==> src/rtl/key_ram_if.sv <==
// key_ram_if: write/clear/read bus of the multi-context round-key store.
// Carries perr/par_flip_i only when KEY_RAM_PARITY_EN is defined.
interface key_ram_if #(
  parameter int UNROLL = 1,
  parameter int NKEYS  = 10,
  parameter int NCTX   = 2,
  parameter int DW     = 128
);
  localparam int IW = $clog2(NKEYS);
  localparam int CW = NCTX > 1 ? $clog2(NCTX) : 1;
  logic                 wr_en;
  logic [CW-1:0]        wr_ctx;
  logic [IW-1:0]        wr_idx;
  logic [DW-1:0]        wr_data;
  logic                 clr_en;
  logic [CW-1:0]        clr_ctx;
  logic                 rd_en;
  logic [CW-1:0]        rd_ctx;
  logic [IW-1:0]        rd_idx;
  logic                 rd_valid;
  logic                 rd_err;
  logic [DW*UNROLL-1:0] rd_data;
  logic [NCTX-1:0]      ctx_ready;
`ifdef KEY_RAM_PARITY_EN
  logic                 perr;
  logic                 par_flip_i;
`endif
  modport master (
`ifdef KEY_RAM_PARITY_EN
    input perr, output par_flip_i,
`endif
    output wr_en, wr_ctx, wr_idx, wr_data, clr_en, clr_ctx, rd_en, rd_ctx, rd_idx,
    input  rd_valid, rd_err, rd_data, ctx_ready
  );
  modport slave (
`ifdef KEY_RAM_PARITY_EN
    output perr, input par_flip_i,
`endif
    input  wr_en, wr_ctx, wr_idx, wr_data, clr_en, clr_ctx, rd_en, rd_ctx, rd_idx,
    output rd_valid, rd_err, rd_data, ctx_ready
  );
endinterface

==> src/rtl/key_ram_mc.sv <==
// key_ram_mc: NCTX sets of NKEYS round keys, 2-cycle read of UNROLL wrapped lanes.
// Optional per-word even parity with perr output under KEY_RAM_PARITY_EN.
module key_ram_mc #(
  parameter int UNROLL = 1,
  parameter int NKEYS  = 10,
  parameter int NCTX   = 2,
  parameter int DW     = 128
) (
  input logic    clk,
  input logic    rst_n,
  key_ram_if.slave bus
);
  localparam int IW = $clog2(NKEYS);
  localparam int CW = NCTX > 1 ? $clog2(NCTX) : 1;
  localparam logic [IW:0] NK = (IW+1)'(NKEYS);
  localparam logic [CW:0] NC = (CW+1)'(NCTX);

  logic [DW-1:0]        mem [NCTX][NKEYS];
  logic [NKEYS-1:0]     mask [NCTX];
  logic [NKEYS-1:0]     mask_nxt [NCTX];
  logic                 wr_ok, rd_bad, s1_v, s1_err;
  logic [CW-1:0]        s1_ctx;
  logic [IW-1:0]        s1_idx;
  logic [DW*UNROLL-1:0] lanes;
`ifdef KEY_RAM_PARITY_EN
  logic                 par [NCTX][NKEYS];
  logic [UNROLL-1:0]    pmis;
`endif

  function automatic logic [IW-1:0] wrap(input logic [IW:0] s);
    return s >= NK ? IW'(s - NK) : IW'(s);
  endfunction

  assign wr_ok  = bus.wr_en && {1'b0, bus.wr_idx} < NK && {1'b0, bus.wr_ctx} < NC;
  assign rd_bad = {1'b0, bus.rd_idx} >= NK || {1'b0, bus.rd_ctx} >= NC || !(&mask[bus.rd_ctx]);

  // clear takes effect before a same-cycle write to the same context
  always_comb begin
    for (int c = 0; c < NCTX; c++) begin
      mask_nxt[c] = (bus.clr_en && bus.clr_ctx == CW'(c)) ? '0 : mask[c];
      if (wr_ok && bus.wr_ctx == CW'(c)) mask_nxt[c][bus.wr_idx] = 1'b1;
    end
  end

  always_comb begin
    lanes = '0;
`ifdef KEY_RAM_PARITY_EN
    pmis = '0;
`endif
    for (int i = 0; i < UNROLL; i++) begin
      lanes[i*DW +: DW] = mem[s1_ctx][wrap({1'b0, s1_idx} + (IW+1)'(i))];
`ifdef KEY_RAM_PARITY_EN
      pmis[i] = ^mem[s1_ctx][wrap({1'b0, s1_idx} + (IW+1)'(i))] ^ par[s1_ctx][wrap({1'b0, s1_idx} + (IW+1)'(i))];
`endif
    end
  end

  always_ff @(posedge clk) begin
    if (wr_ok) begin
      mem[bus.wr_ctx][bus.wr_idx] <= bus.wr_data;
`ifdef KEY_RAM_PARITY_EN
      par[bus.wr_ctx][bus.wr_idx] <= ^bus.wr_data ^ bus.par_flip_i;
`endif
    end
  end

  always_ff @(posedge clk or negedge rst_n) begin
    if (!rst_n) begin
      for (int c = 0; c < NCTX; c++) mask[c] <= '0;
      bus.ctx_ready <= '0;
      s1_v          <= 1'b0;
      s1_err        <= 1'b0;
      s1_ctx        <= '0;
      s1_idx        <= '0;
      bus.rd_valid  <= 1'b0;
      bus.rd_err    <= 1'b0;
      bus.rd_data   <= '0;
`ifdef KEY_RAM_PARITY_EN
      bus.perr      <= 1'b0;
`endif
    end else begin
      for (int c = 0; c < NCTX; c++) begin
        mask[c]          <= mask_nxt[c];
        bus.ctx_ready[c] <= &mask_nxt[c];
      end
      s1_v         <= bus.rd_en;
      s1_err       <= rd_bad;
      s1_ctx       <= bus.rd_ctx;
      s1_idx       <= bus.rd_idx;
      bus.rd_valid <= s1_v;
      bus.rd_err   <= s1_v && s1_err;
      bus.rd_data  <= s1_v ? (s1_err ? '0 : lanes) : bus.rd_data;
`ifdef KEY_RAM_PARITY_EN
      bus.perr     <= s1_v && !s1_err && |pmis;
`endif
    end
  end
endmodule

==> src/flat_wrapper.sv <==
// flat-port wrapper written by rule: the top's interface ports become plain ports
module key_ram_mc_flat 
#(
  parameter int UNROLL = 1,
  parameter int NKEYS  = 10,
  parameter int NCTX   = 2,
  parameter int DW     = 128
)
  (clk, rst_n, bus_wr_en, bus_wr_ctx, bus_wr_idx, bus_wr_data, bus_clr_en, bus_clr_ctx, bus_rd_en, bus_rd_ctx, bus_rd_idx, bus_rd_valid, bus_rd_err, bus_rd_data, bus_ctx_ready);
  key_ram_if #(.UNROLL(UNROLL), .NKEYS(NKEYS), .NCTX(NCTX), .DW(DW)) bus_i ();
  input logic clk;
  input logic rst_n;
  input wire logic [$bits(bus_i.wr_en)-1:0] bus_wr_en;
  input wire logic [$bits(bus_i.wr_ctx)-1:0] bus_wr_ctx;
  input wire logic [$bits(bus_i.wr_idx)-1:0] bus_wr_idx;
  input wire logic [$bits(bus_i.wr_data)-1:0] bus_wr_data;
  input wire logic [$bits(bus_i.clr_en)-1:0] bus_clr_en;
  input wire logic [$bits(bus_i.clr_ctx)-1:0] bus_clr_ctx;
  input wire logic [$bits(bus_i.rd_en)-1:0] bus_rd_en;
  input wire logic [$bits(bus_i.rd_ctx)-1:0] bus_rd_ctx;
  input wire logic [$bits(bus_i.rd_idx)-1:0] bus_rd_idx;
  output wire logic [$bits(bus_i.rd_valid)-1:0] bus_rd_valid;
  output wire logic [$bits(bus_i.rd_err)-1:0] bus_rd_err;
  output wire logic [$bits(bus_i.rd_data)-1:0] bus_rd_data;
  output wire logic [$bits(bus_i.ctx_ready)-1:0] bus_ctx_ready;
  assign bus_i.wr_en = bus_wr_en;
  assign bus_i.wr_ctx = bus_wr_ctx;
  assign bus_i.wr_idx = bus_wr_idx;
  assign bus_i.wr_data = bus_wr_data;
  assign bus_i.clr_en = bus_clr_en;
  assign bus_i.clr_ctx = bus_clr_ctx;
  assign bus_i.rd_en = bus_rd_en;
  assign bus_i.rd_ctx = bus_rd_ctx;
  assign bus_i.rd_idx = bus_rd_idx;
  assign bus_rd_valid = bus_i.rd_valid;
  assign bus_rd_err = bus_i.rd_err;
  assign bus_rd_data = bus_i.rd_data;
  assign bus_ctx_ready = bus_i.ctx_ready;
  key_ram_mc #(.UNROLL(UNROLL), .NKEYS(NKEYS), .NCTX(NCTX), .DW(DW)) u_core (.clk(clk), .rst_n(rst_n), .bus(bus_i));
endmodule
==> config.mk <==
export PLATFORM = sky130hd
export DESIGN_NAME = key_ram_mc_flat
export DESIGN_NICKNAME = d
export VERILOG_FILES = /design/src/rtl/key_ram_if.sv /design/src/rtl/key_ram_mc.sv /design/src/flat_wrapper.sv
export SDC_FILE = /design/constraint.sdc
export NUM_CORES = 2
export LEC_CHECK = 0
export CORE_MARGIN = 4
export CORE_UTILIZATION = 45
export CTS_CLUSTER_DIAMETER = 150
export DETAILED_ROUTE_END_ITERATION = 10
export SLEW_MARGIN = 20
export SYNTH_ARGS = -nofsm -noshare
export SYNTH_HDL_FRONTEND = slang
export SYNTH_SLANG_ARGS = --single-unit
==> constraint.sdc <==
create_clock -name clk -period 2.6 [get_ports clk]
set_clock_uncertainty 0.15 [all_clocks]
set_input_delay 0.52 -clock clk [delete_from_list [all_inputs] [get_ports clk]]
set_output_delay 0.52 -clock clk [all_outputs]
set_load 0.05 [all_outputs]
==> run metrics <==
Hold Vio Cnt, Final 0; f_max 0.392 GHz; power per cell area 745 nW/um^2; Reg clk slew, reported paths 60 ps; vias post-DR 54,961; crit path kind flop to primary output; die footprint 240,000 sq um; fin util 0.550; period utilization 0.980; leading cell type in the layout, fill and taps excluded edfxtp_1; IO Count 276; commonest cells after routing, fill and taps aside edfxtp_1, mux4_2, buf_4; library cells used by synthesis 49; Syn Inst Count 4,953; placed cell areas 117,000 sq um; FF+latch count, synth 2,719; asr flop ratio synth 0.0585; Tmin final 2550 ps; DR pass1 iterations 6; Detailed Route Iter0 Violations 6,309; Synth Area per Inst 21.1 sq um; CTS Buf Count 296; crit start category flop; routed len/inst 30.0 microns; first-pass GRT wire length 402,000 microns; Max Buffers Root-to-Sink 4; flop-to-flop setup slack 130 ps; Slew HR 0.357; H-Tree Level Count 5; largest delay contributor family on the critical path flip-flops; Overall Power 94.5 mW; remaining antenna violation count after routing 0; top_reg_cell synth edfxtp_1; Pleak 42.4 nW; CP max FO 3; Die H 490 microns; Mapped Area 105,000 sq um; FF-to-FF path depth 6; share of post-route cells with drive strength above 1 0.299; Crit-path slowest cell dfrtp_1; critical path's largest stage delay 540 ps; Seq/Total Area, Yosys 0.773; Final setup viols 0; TritonCTS clock tree built; initial antenna violation count 8; total wire length 273,000 microns; nature of the critical path endpoint primary output; Total Routing Usage GR 0.226; unrepaired setup endpoints after global routing no; IO buf count 275; max_cap viols 0; clock latency on the worst-skew pair 940 ps; EDFF count, synth 2,560; fin. max-slew vios 0; nets@finish 5,984; worst min path class input pin to asynchronous set/reset pin; gpl congestion 0.801; synth warn 0; Chip Width 490 microns; Synth Net Count 5,098; largest net degree at the start of global routing 73; critical path required time 1930 ps; DRC Markers 0; worst path arrival time 1880 ps; vias per cell 6.05; Initial Util 0.453; Worst path depth 1; number of global-route vias before repair 55,887; FP Rows 176; status complete, no violations; CP bufs+invs 1; root buffer cell clkbuf_16; critical-path cell list clkdlybuf4s18_2; CTS sink cnt 2,719; Worst Tran Pin Value 956 ps; maximum VDD drop 0.709 mV; HPWL Detailed 176,000 microns; Core ar. 231,000 sq um; post-route cell area 127,000 sq um; area grow syn2layout 21.3%; grt ovf 0
## worst paths after layout
check                                         from                     end
hold / removal                               rst_n         u_core.mask[16]
setup / recovery           u_core.bus.rd_data[101]        bus_rd_data[101]
max in group asynchronous                    rst_n        u_core.s1_idx[3]
setup reg to reg                     u_core.s1_ctx  u_core.bus.rd_data[25]
hold reg to reg                    u_core.mask[13]         u_core.mask[13]
min in group clk                        bus_rd_ctx           u_core.s1_ctx
## state kept, by name, indices dropped and copies added, names as in the netlist, 2 cells and up
name / cells
u_core.mask: 20
u_core.bus.ctx_ready: 2
u_core.s1_idx: 4
u_core.mem: 2560
u_core.bus.rd_data: 128
## kinds of logic (layout without fill, tap and decap cells)
logic type               count (synthesis)  count (layout)  synth area share
flip-flops                            2719            2719             0.773
adder cells (fa/ha/maj)                  1               1          0.000120
AND/OR/NAND/NOR                        445             445            0.0217
multiplexers                           644             644             0.138
buffers and inverters                  463            1567            0.0202
AO/OA/AOI/OAI                          681             681            0.0472
other                                    0               6                 0
## through the flow
step / setup slack, ps / TNS, ps / hold WS [ps] / cells
6_report: 50.7 / 0 / 166 / 9089
5_1_grt: 0.669 / 0 / 140 / 9085
4_1_cts: 0.298 / 0 / 101 / 9079
3_5_place_dp: -290 / -409520 / 320 / 8556
3_3_place_gp: -273 / -404100 / 319 / 8556
2_1_floorplan: -1350 / -2544400 / 74.4 / 4953
## cell usage after synthesis, drive strengths merged (6+ instances only)
| cell type | number | share of area |
|---|---|---|
| edfxtp | 2560 | 0.73 |
| mux4 | 640 | 0.14 |
| a21oi | 260 | 0.012 |
| buf | 168 | 0.0096 |
| clkbuf | 162 | 0.0058 |
| dfrtp | 159 | 0.038 |
| inv | 133 | 0.0048 |
| nand2 | 133 | 0.0048 |
| nand3 | 130 | 0.0062 |
| and3 | 128 | 0.0077 |
| a221o | 127 | 0.012 |
| o2111ai | 127 | 0.011 |
| o211ai | 127 | 0.0091 |
| nor2 | 22 | 0.00081 |
| a21o | 20 | 0.0014 |
| nand3b | 6 | 0.00043 |
## per-layer routing
| metal | routed length (microns) | part of all wire | GRT usage |
|---|---|---|---|
| met5 | 13 | 0.000048 | 0 |
| met4 | 4480 | 0.016 | 0.0463 |
| met3 | 21200 | 0.078 | 0.0459 |
| met2 | 129000 | 0.47 | 0.349 |
| met1 | 118000 | 0.43 | 0.337 |
## power breakdown
| group | internal, mW | switching (mW) | leakage, nW |
|---|---|---|---|
| clock | 24.2 | 16.5 | 4.54 |
| sequential | 48.4 | 0.149 | 25.3 |
| combinational | 2.18 | 3.01 | 12.6 |
| total | 74.8 | 19.7 | 42.4 |
## layout make-up
| type | instances | area, sq um |
|---|---|---|
| Antenna cell | 6 | 15.0 |
| Clock buffer | 376 | 7870 |
| Clock inverter | 140 | 1430 |
| Fill cell | 17403 | 104000 |
| Inverter | 133 | 507 |
| Multi-Input combinational cell | 1771 | 21900 |
| Sequential cell | 2719 | 80900 |
| Tap cell | 3026 | 3790 |
| Timing Repair Buffer | 918 | 10500 |
## timing repair
item	CTS	global route
setup buffers	0	4
setup endpoints to repair	126	8
hold endpoints to repair	164	0
hold buffers	7	0
resized for setup	340	7
Note: power is estimated with default switching activity, not from simulation.
